`config.mk`:
```
export PLATFORM = sky130hd
export DESIGN_NAME = uart_mem_loader
export DESIGN_NICKNAME = d
export VERILOG_FILES = /design/src/rtl/uart_loader_pkg.sv /design/src/rtl/loader_uart_rx.sv /design/src/rtl/uart_mem_loader.sv
export SDC_FILE = /design/constraint.sdc
export NUM_CORES = 1
export LEC_CHECK = 0
export ABC_AREA = 0
export CAP_MARGIN = 30
export CORE_MARGIN = 2
export CORE_UTILIZATION = 45
export DETAILED_ROUTE_END_ITERATION = 8
export PLACE_DENSITY = 0.67
export SYNTH_ARGS = -nofsm -noshare
export SYNTH_HDL_FRONTEND = slang
export SYNTH_SLANG_ARGS = --single-unit
```
`constraint.sdc`:
```
create_clock -name clk_i -period 2.2 [get_ports clk_i]
set_clock_uncertainty 0.2 [all_clocks]
set_input_delay 0.33 -clock clk_i [delete_from_list [all_inputs] [get_ports clk_i]]
set_output_delay 0.33 -clock clk_i [all_outputs]
set_load 0.02 [all_outputs]
```
`src/rtl/uart_loader_pkg.sv`:
```
// Shared types and constants for the UART memory loader.
package uart_loader_pkg;

  typedef enum logic [2:0] {
    S_IDLE,
    S_LEN0,
    S_LEN1,
    S_DATA,
    S_CSUM,
    S_FINISH,
    S_RELEASE,
    S_ERROR
  } loader_state_e;

  localparam logic [7:0] LOADER_SYNC_BYTE = 8'hA5;
  localparam int         UART_DATA_BITS   = 8;

endpackage

```
`src/rtl/loader_uart_rx.sv`:
```
// UART receiver for the boot loader: 8N1, mid-bit sampling, glitch-rejecting start bit.
module loader_uart_rx
  import uart_loader_pkg::*;
#(
  parameter int CLKS_PER_BIT = 868
) (
  input  logic       clk_i,
  input  logic       rst_n_i,
  input  logic       rx_i,
  output logic [7:0] byte_o,
  output logic       byte_valid_o,
  output logic       frame_err_o
);

  localparam int CNT_W = (CLKS_PER_BIT > 2) ? $clog2(CLKS_PER_BIT) : 1;
  localparam logic [CNT_W-1:0] FULL_LAST = CNT_W'(CLKS_PER_BIT - 1);
  localparam logic [CNT_W-1:0] HALF_LAST = CNT_W'(CLKS_PER_BIT / 2 - 1);

  typedef enum logic [1:0] {RX_IDLE, RX_START, RX_DATA, RX_STOP} rx_state_e;

  rx_state_e      state, next_state;
  logic           rx_meta, rx_sync, rx_prev;
  logic [CNT_W-1:0] cnt;
  logic [2:0]     bit_idx;
  logic [7:0]     shift;
  logic           bit_tick;

  // NOTE: every variable driven here gets a default first so no latch is inferred.
  always_comb begin
    next_state = state;
    bit_tick   = (state == RX_START) ? (cnt == HALF_LAST) : (cnt == FULL_LAST);
    case (state)
      RX_IDLE:  if (rx_prev && !rx_sync) next_state = RX_START;
      RX_START: if (bit_tick) next_state = rx_sync ? RX_IDLE : RX_DATA;
      RX_DATA:  if (bit_tick && bit_idx == 3'(UART_DATA_BITS - 1)) next_state = RX_STOP;
      RX_STOP:  if (bit_tick) next_state = RX_IDLE;
      default:  next_state = RX_IDLE;
    endcase
  end

  // NOTE: sequential state uses non-blocking assignments so all flops update together.
  always_ff @(posedge clk_i) begin
    if (!rst_n_i) state <= RX_IDLE;
    else          state <= next_state;
  end

  always_ff @(posedge clk_i) begin
    if (!rst_n_i) begin
      rx_meta      <= 1'b1;
      rx_sync      <= 1'b1;
      rx_prev      <= 1'b1;
      cnt          <= '0;
      bit_idx      <= '0;
      shift        <= '0;
      byte_o       <= '0;
      byte_valid_o <= 1'b0;
      frame_err_o  <= 1'b0;
    end else begin
      rx_meta      <= rx_i;
      rx_sync      <= rx_meta;
      rx_prev      <= rx_sync;
      byte_valid_o <= 1'b0;
      frame_err_o  <= 1'b0;
      cnt          <= (state == RX_IDLE || bit_tick) ? '0 : cnt + 1'b1;
      if (state == RX_START) bit_idx <= '0;
      if (state == RX_DATA && bit_tick) begin
        shift   <= {rx_sync, shift[7:1]};
        bit_idx <= bit_idx + 1'b1;
      end
      if (state == RX_STOP && bit_tick) begin
        byte_o       <= shift;
        byte_valid_o <= rx_sync;
        frame_err_o  <= !rx_sync;
      end
    end
  end

endmodule

```
`src/rtl/uart_mem_loader.sv`:
```
// UART boot loader writing little-endian words into memory port A while holding the core in reset.
// Optional trailing XOR checksum byte enabled with `define LOADER_CHECKSUM_EN.
module uart_mem_loader
  import uart_loader_pkg::*;
#(
  parameter int CLK_FREQ_HZ = 100_000_000,
  parameter int BAUD_RATE   = 115200,
  parameter int ADDR_WIDTH  = 16,
  parameter int NB_COL      = 4
) (
  input  logic                  clk_i,
  input  logic                  rst_n_i,
  input  logic                  uart_rx_i,
  output logic [ADDR_WIDTH-1:0] mem_addr_o,
  output logic [31:0]           mem_wdata_o,
  output logic [NB_COL-1:0]     mem_we_o,
  output logic                  core_rst_n_o,
  output logic                  busy_o,
  output logic                  done_o,
  output logic                  error_o
);

  localparam int CLKS_PER_BIT = CLK_FREQ_HZ / BAUD_RATE;

`ifdef LOADER_CHECKSUM_EN
  localparam loader_state_e S_AFTER_DATA = S_CSUM;
  logic [7:0] csum;
`else
  localparam loader_state_e S_AFTER_DATA = S_FINISH;
`endif

  loader_state_e         state, next_state;
  logic [7:0]            rx_byte;
  logic                  rx_valid, rx_err, is_sync;
  logic [7:0]            len_lo;
  logic [15:0]           remaining;
  logic [1:0]            byte_cnt;
  logic [23:0]           word_lo;
  logic [ADDR_WIDTH-1:0] word_addr;

  loader_uart_rx #(.CLKS_PER_BIT(CLKS_PER_BIT)) u_rx (
    .clk_i       (clk_i),
    .rst_n_i     (rst_n_i),
    .rx_i        (uart_rx_i),
    .byte_o      (rx_byte),
    .byte_valid_o(rx_valid),
    .frame_err_o (rx_err)
  );

  assign is_sync = rx_valid && (rx_byte == LOADER_SYNC_BYTE);

  // Framing errors only abort a frame in progress; idle and error states just wait for sync.
  always_comb begin
    next_state = state;
    case (state)
      S_IDLE, S_ERROR: if (is_sync) next_state = S_LEN0;
      S_LEN0:   if (rx_err) next_state = S_ERROR;
                else if (rx_valid) next_state = S_LEN1;
      S_LEN1:   if (rx_err) next_state = S_ERROR;
                else if (rx_valid) next_state = ({rx_byte, len_lo} == 16'd0) ? S_AFTER_DATA : S_DATA;
      S_DATA:   if (rx_err) next_state = S_ERROR;
                else if (rx_valid && byte_cnt == 2'd3 && remaining == 16'd1) next_state = S_AFTER_DATA;
`ifdef LOADER_CHECKSUM_EN
      S_CSUM:   if (rx_err) next_state = S_ERROR;
                else if (rx_valid) next_state = (rx_byte == csum) ? S_FINISH : S_ERROR;
`endif
      S_FINISH:  next_state = S_RELEASE;
      S_RELEASE: next_state = S_IDLE;
      default:   next_state = S_IDLE;
    endcase
  end

  always_ff @(posedge clk_i) begin
    if (!rst_n_i) state <= S_IDLE;
    else          state <= next_state;
  end

  always_ff @(posedge clk_i) begin
    if (!rst_n_i) begin
      mem_addr_o   <= '0;
      mem_wdata_o  <= '0;
      mem_we_o     <= '0;
      core_rst_n_o <= 1'b1;
      busy_o       <= 1'b0;
      done_o       <= 1'b0;
      error_o      <= 1'b0;
      len_lo       <= '0;
      remaining    <= '0;
      byte_cnt     <= '0;
      word_lo      <= '0;
      word_addr    <= '0;
`ifdef LOADER_CHECKSUM_EN
      csum         <= '0;
`endif
    end else begin
      mem_we_o <= '0;
      case (state)
        S_IDLE, S_ERROR: if (is_sync) begin
          core_rst_n_o <= 1'b0;
          busy_o       <= 1'b1;
          done_o       <= 1'b0;
          error_o      <= 1'b0;
          word_addr    <= '0;
          byte_cnt     <= '0;
        end
        S_LEN0: if (rx_valid) len_lo <= rx_byte;
        S_LEN1: if (rx_valid) remaining <= {rx_byte, len_lo};
        S_DATA: if (rx_valid) begin
          byte_cnt <= byte_cnt + 1'b1;
          word_lo  <= {rx_byte, word_lo[23:8]};
          if (byte_cnt == 2'd3) begin
            mem_we_o    <= '1;
            mem_wdata_o <= {rx_byte, word_lo};
            mem_addr_o  <= word_addr;
            word_addr   <= word_addr + 1'b1;
            remaining   <= remaining - 1'b1;
          end
        end
        S_FINISH: begin
          done_o <= 1'b1;
          busy_o <= 1'b0;
        end
        S_RELEASE: core_rst_n_o <= 1'b1;
        default: ;
      endcase
      if (next_state == S_ERROR && state != S_ERROR) begin
        error_o <= 1'b1;
        busy_o  <= 1'b0;
      end
`ifdef LOADER_CHECKSUM_EN
      if ((state == S_IDLE || state == S_ERROR) && is_sync) csum <= '0;
      else if (rx_valid && (state == S_LEN0 || state == S_LEN1 || state == S_DATA))
        csum <= csum ^ rx_byte;
`endif
    end
  end

endmodule
```
[Word-level counts from Yosys, hierarchy flattened]
Cells that the tools add are included.
Storage, ports and cells
  output and inout port bits: 56
  register bits: 161
  input bits: 3
  logic and storage cells: 126
Operators by class
  reductions and logical operators: 35
  add/subtract/negate cells: 5
  equality and inequality tests: 25
  multiplexer cells: 37
  bitwise operators: 1
Operators with widths (number)
  $mux 16: 6
  $pmux 16 s2: 2
  $mux 3: 10
  $add 16x1->16 const B: 1
  $eq 16x1->1 const B: 1
  $logic_not 16->1: 1
  $sub 16x1->16 const B: 1
  $eq 3x3->1 const B: 5
  $pmux 3 s5: 1
  $mux 2: 7
  $reduce_bool 2->1: 7
  $ne 2x1->1 const B: 6
  $reduce_and 2->1: 6
  $reduce_and 4->1: 3
  $add 10x1->10 const B: 1
  $eq 10x10->1 const B: 1
  $eq 10x9->1 const B: 1
  $reduce_and 3->1: 3
  $eq 8x8->1 const B: 1
  $logic_and 1x1->1: 8
  $pmux 2 s4: 1
  $eq 2x2->1 const B: 3
  $eq 3x2->1 const B: 2
  $pmux 1 s2: 3
  other kinds (15): 22

[Longest topological paths before layout]
Gate-level depths: netlist of run 1.
  word-level depth: 10
  gate-level depth with buffers: 8
  depth with buffers taken out: 7

[Modules after synthesis]
From an unflattened synthesis of run 1, not the netlist that was laid out.
Unflattened totals
  cells, all modules: 808
  area total of the unflattened synthesis: 6647.6 um^2
By module, submodules not included
  uart_mem_loader: seq. area each 2442.3 um^2, cells each 648, area each 5082.4 um^2, instances 1
  loader_uart_rx: seq. area each 720.7 um^2, cells each 160, area each 1565.3 um^2, instances 1

[Worst setup path after synthesis of run 1]
OpenSTA, ideal clock, no wires.
  kind: register to register
  from: reg with a tool-made name
  to: reg u_rx.byte_o[6]
  path buffers: 2
  arrival time: 1.841 ns
  setup time: 0.115 ns
  slack: 0.044 ns
  stages on the path, launching flop included: 8
  period minus slack after synthesis: 2.156 ns
  required time: 1.885 ns
  path through: dfxtp_1 > buf_6 > nand2b_4 > or4_4 > a2111o_1 > buf_6 > nand3_1 > o21ai_2
RTL lines
  end signal: assignment: RTL line loader_uart_rx.sv:71  | byte_o <= shift;
  end: declaration: RTL line loader_uart_rx.sv:10  | output logic [7:0] byte_o,

[Final worst setup path of run 1]
  from: reg remaining[0]
  to: reg remaining[7]
On the way
  longest elaborated chain between the ends: 4
Ends and longest elaborated chain
  start: declaration: RTL line uart_mem_loader.sv:36  | logic [15:0] remaining;
  start signal: assignment: RTL line uart_mem_loader.sv:107  | S_LEN1: if (rx_valid) remaining <= {rx_byte, len_lo};
  start signal: assignment: RTL line uart_mem_loader.sv:116  | remaining <= remaining - 1'b1;
  $sub 16x1->16: RTL line uart_mem_loader.sv:116
  $mux 16: RTL line uart_mem_loader.sv:111  | if (byte_cnt == 2'd3) begin
  $mux 16: RTL line uart_mem_loader.sv:108  | S_DATA: if (rx_valid) begin
  $pmux 16 s2: RTL line uart_mem_loader.sv:97  | case (state)
Every way passes these cells. The select of a mux whose other input is x is not followed.
A chain may end at the register's enable or synchronous reset.

==> key figures, run 1 <==
Outcome
  – Status: completed

Cells and area
  – Diodes inserted: 0
  – Layout cell share with drive strength beyond 1: approximately 10%
  – # fillers: between 1000 and 1500
  – Fin util: ~56%
  – Layout Nets: slightly below 900
  – Layout Cells excl Fill: 1066
  – Most frequent cells in the layout: 201 x nand2_1, 158 x dfxtp_1, 102 x a21oi_1
  – Area growth, synth to finish: 22.57%
  – Commonest non-fill, non-tap cell in the layout: nand2_1

Placement
  – GPL Wtd Cong: 0.8291
  – DP Cell Count: just over 1000
  – HPWL Detailed: roughly 11000 um
  – Dpl ws: about 0.16 ns
  – PortBufs: 58

Timing
  – Worst slew pin tran: 0.5219 ns
  – Final min period: ~2.1 ns
  – Final setup viols: 0
  – Final worst slack: about 0.07 ns
  – Final period utilization: 96.79%
  – Slew Viols, Final: 0
  – Achievable Freq: roughly 470 MHz
  – RSZ-0062 raised after global routing: no
  – Rel. slew slack: 64.89%
  – Final hold violation count: 0
  – Setup_tns: 0 ns

Routing
  – Post-DRT Antenna Nets: 0
  – Drt total wl: 15200 um
  – DRT iter0 DRCs: 411
  – Residual DRC: 0
  – Drt pass-1 iters: 5
  – Drt via density: roughly 5.4
  – Via count: between 5000 and 6000
  – WL per Instance: approximately 14 um

Synth
  – Synth cell types: 64
  – Cells after Synth: about 810
  – EDFF count, synth: 0
  – Avg Cell Area, Syn: 8.132 um2
  – Main synth FF type: dfxtp_1
  – YS warnings: 0
  – #FFs+latches synth: about 160
  – Register area share after synthesis: 48.20%
  – Synth Net Count: roughly 800
  – Post-Syn Area: 0.006563 mm2
  – Async set-reset flop share out of synthesis: 0%

Clock network
  – Clock Latency Late Sink: about 0.43 ns
  – CTS Hold Bufs: 0
  – CTS tree: built
  – Clock sink count: about 160
  – Cts bufs inserted: 17
  – CTS clk-pin slew, worst paths: approximately 0.07 ns
  – Clk Tree Root Cell: clkbuf_16
  – Depth of the CTS H-tree: 4
  – Clk buf depth: 2

Global routing
  – Grt total ovfl: 0
  – Largest net degree at the start of global routing: 27
  – Initial antenna violation count: 0
  – First-pass GRT wire length: 26030 um
  – Vias in the first global route: 5412
  – Overall Global Routing Usage: about a fifth

Power
  – Pwr Total: 0.005799 W
  – P_leak: between 2 and 3 nW
  – Pwr Density: 720.9 mW/mm2
  – Worst IR drop on VDD: between 0.4 and 0.5 mV

Critical path
  – WP data arrival: roughly 2.2 ns
  – Critical path class: reg -> reg
  – Crit start category: flop
  – Cell family with most CP delay: simple AND/OR/NAND/NOR gates
  – Max stage delay on crit path: 0.61 ns
  – Worst setup EP type: flop
  – Crit path required time: 2.31 ns
  – CP max stage cell: or4_1
  – Crit path buffers/inverters: 0
  – Crit-path cells: or4_1 > nor4_1 > o21ai_0 > a2bb2oi_1 > nor2_1
  – Crit Path Max Fanout: 6

Floorplan
  – Starting Density: between 40% and 50%
  – Core box area: 0.01437 mm2
  – Die Height: ~120 um
  – FP Rows: 44
  – Die width: ~120 um
  – Die area: 0.01557 mm2
  – Io pins: a little under 60

Worst hold path
  – Tightest Hold Check Type: reg -> reg

Flow run
  – Max-cap viol count: 0
## kinds of logic (layout without fill, tap and decap cells)
family,after synthesis,after routing,share of synthesized area (%)
AOI/OAI and AO/OA,174,174,15.77
adders and majority gates,7,7,1.335
buffers and inverters,65,140,4.709
xor gates and xnor gates,22,22,2.936
and+or+nand+nor,372,372,25.68
DFF,158,158,48.20
muxes,9,9,1.373
## cell usage after synthesis, types with 4 or more instances
master,number,area (um2)
nand2_1,201,754.5
nor2_1,56,210.2
nand2b_1,6,37.54
nand3_1,25,125.1
buf_4,6,45.04
nor3_1,12,60.06
and3_1,9,56.30
and2_1,10,62.56
mux2i_1,9,90.09
nand4_1,21,131.4
dfxtp_1,158,3163
ha_1,7,87.58
xnor2_1,7,61.31
nor2b_1,4,25.02
buf_2,8,40.04
a31oi_1,5,31.28
o21ai_0,18,90.09
xor2_1,15,131.4
o21ai_2,6,52.55
a211oi_1,4,30.03
o211ai_1,4,30.03
nor4_1,8,50.05
inv_1,8,30.03
o22ai_1,5,31.28
clkbuf_1,33,123.9
a21oi_1,102,510.5
## area by class of cell
type / count / area (um2) / share of cell area [%]
timing repair buffer: 98 / 943.4 / 11.73
inverter: 10 / 37.54 / 0.4666
sequential: 158 / 3163 / 39.32
clock buffer: 18 / 439.2 / 5.460
multi-input combinational: 584 / 3095 / 38.48
clock inverter: 14 / 135.1 / 1.680
tap: 184 / 230.2 / 2.862
## sequential cells by signal, summed over array words and instances, names as in the netlist, 2 cells and up, named ones only
signal / flops
mem_wdata_o: 32
byte_cnt: 2
remaining: 16
u_rx.cnt: 10
u_rx.bit_idx: 3
word_lo: 24
state: 3
len_lo: 8
u_rx.shift: 8
word_addr: 16
mem_addr_o: 16
u_rx.byte_o: 8
## worst paths after layout
kind / start / to / slack (ns) / cells past startpoint
setup / recovery: remaining[0] / remaining[7] / 0.07 / 5
hold / removal: u_rx.rx_meta / u_rx.rx_sync / 0.22 / 1
setup reg to reg: remaining[0] / remaining[7] / 0.07 / 5
hold reg to reg: u_rx.rx_meta / u_rx.rx_sync / 0.22 / 1
## layer usage
metal / up-vias / wire [um] / track usage, %
li1: 2907 / - / -
met1: 2726 / 6649 / 25.37
met2: 123 / 7589 / 34.20
met3: 21 / 710 / 4.038
met4: 0 / 253 / 7.336
met5: - / 0 / 0
## stage by stage
step / cell area (um2) / hold slack, ns
global route: 8044 / 0.2452
finish: 8044 / 0.2158
floorplan: 6563 / 0.1863
CTS: 8039 / 0.2156
detailed placement: 7465 / 0.1989
global placement: 7465 / 0.2001
## power by group
group | internal, W | leakage [nW] | switching, W | total (W)
clock | 0.00161 | 0.274 | 0.00124 | 0.00285
sequential | 0.00286 | 1.27 | 0.00000283 | 0.00287
combinational | 0.0000291 | 1.22 | 0.0000553 | 0.0000843
total | 0.00450 | 2.77 | 0.00130 | 0.00580
## timing repair
item,CTS,global route
gates resized for setup,0,1
setup endpoints to repair,0,2
setup buffers,0,0
No activity file was read; power rests on OpenSTA's default activity.
==> run 2: changes to the inputs <==
--- a/config.mk
+++ b/config.mk
@@ -10,7 +10,9 @@
 export CORE_MARGIN = 2
 export CORE_UTILIZATION = 45
 export DETAILED_ROUTE_END_ITERATION = 8
+export GPL_ROUTABILITY_DRIVEN = 0
 export PLACE_DENSITY = 0.67
 export SYNTH_ARGS = -nofsm -noshare
 export SYNTH_HDL_FRONTEND = slang
 export SYNTH_SLANG_ARGS = --single-unit
+export TNS_END_PERCENT = 20
==> results of run 2 <==
The final DEF is identical to that of run 1; final timing and power are the same.
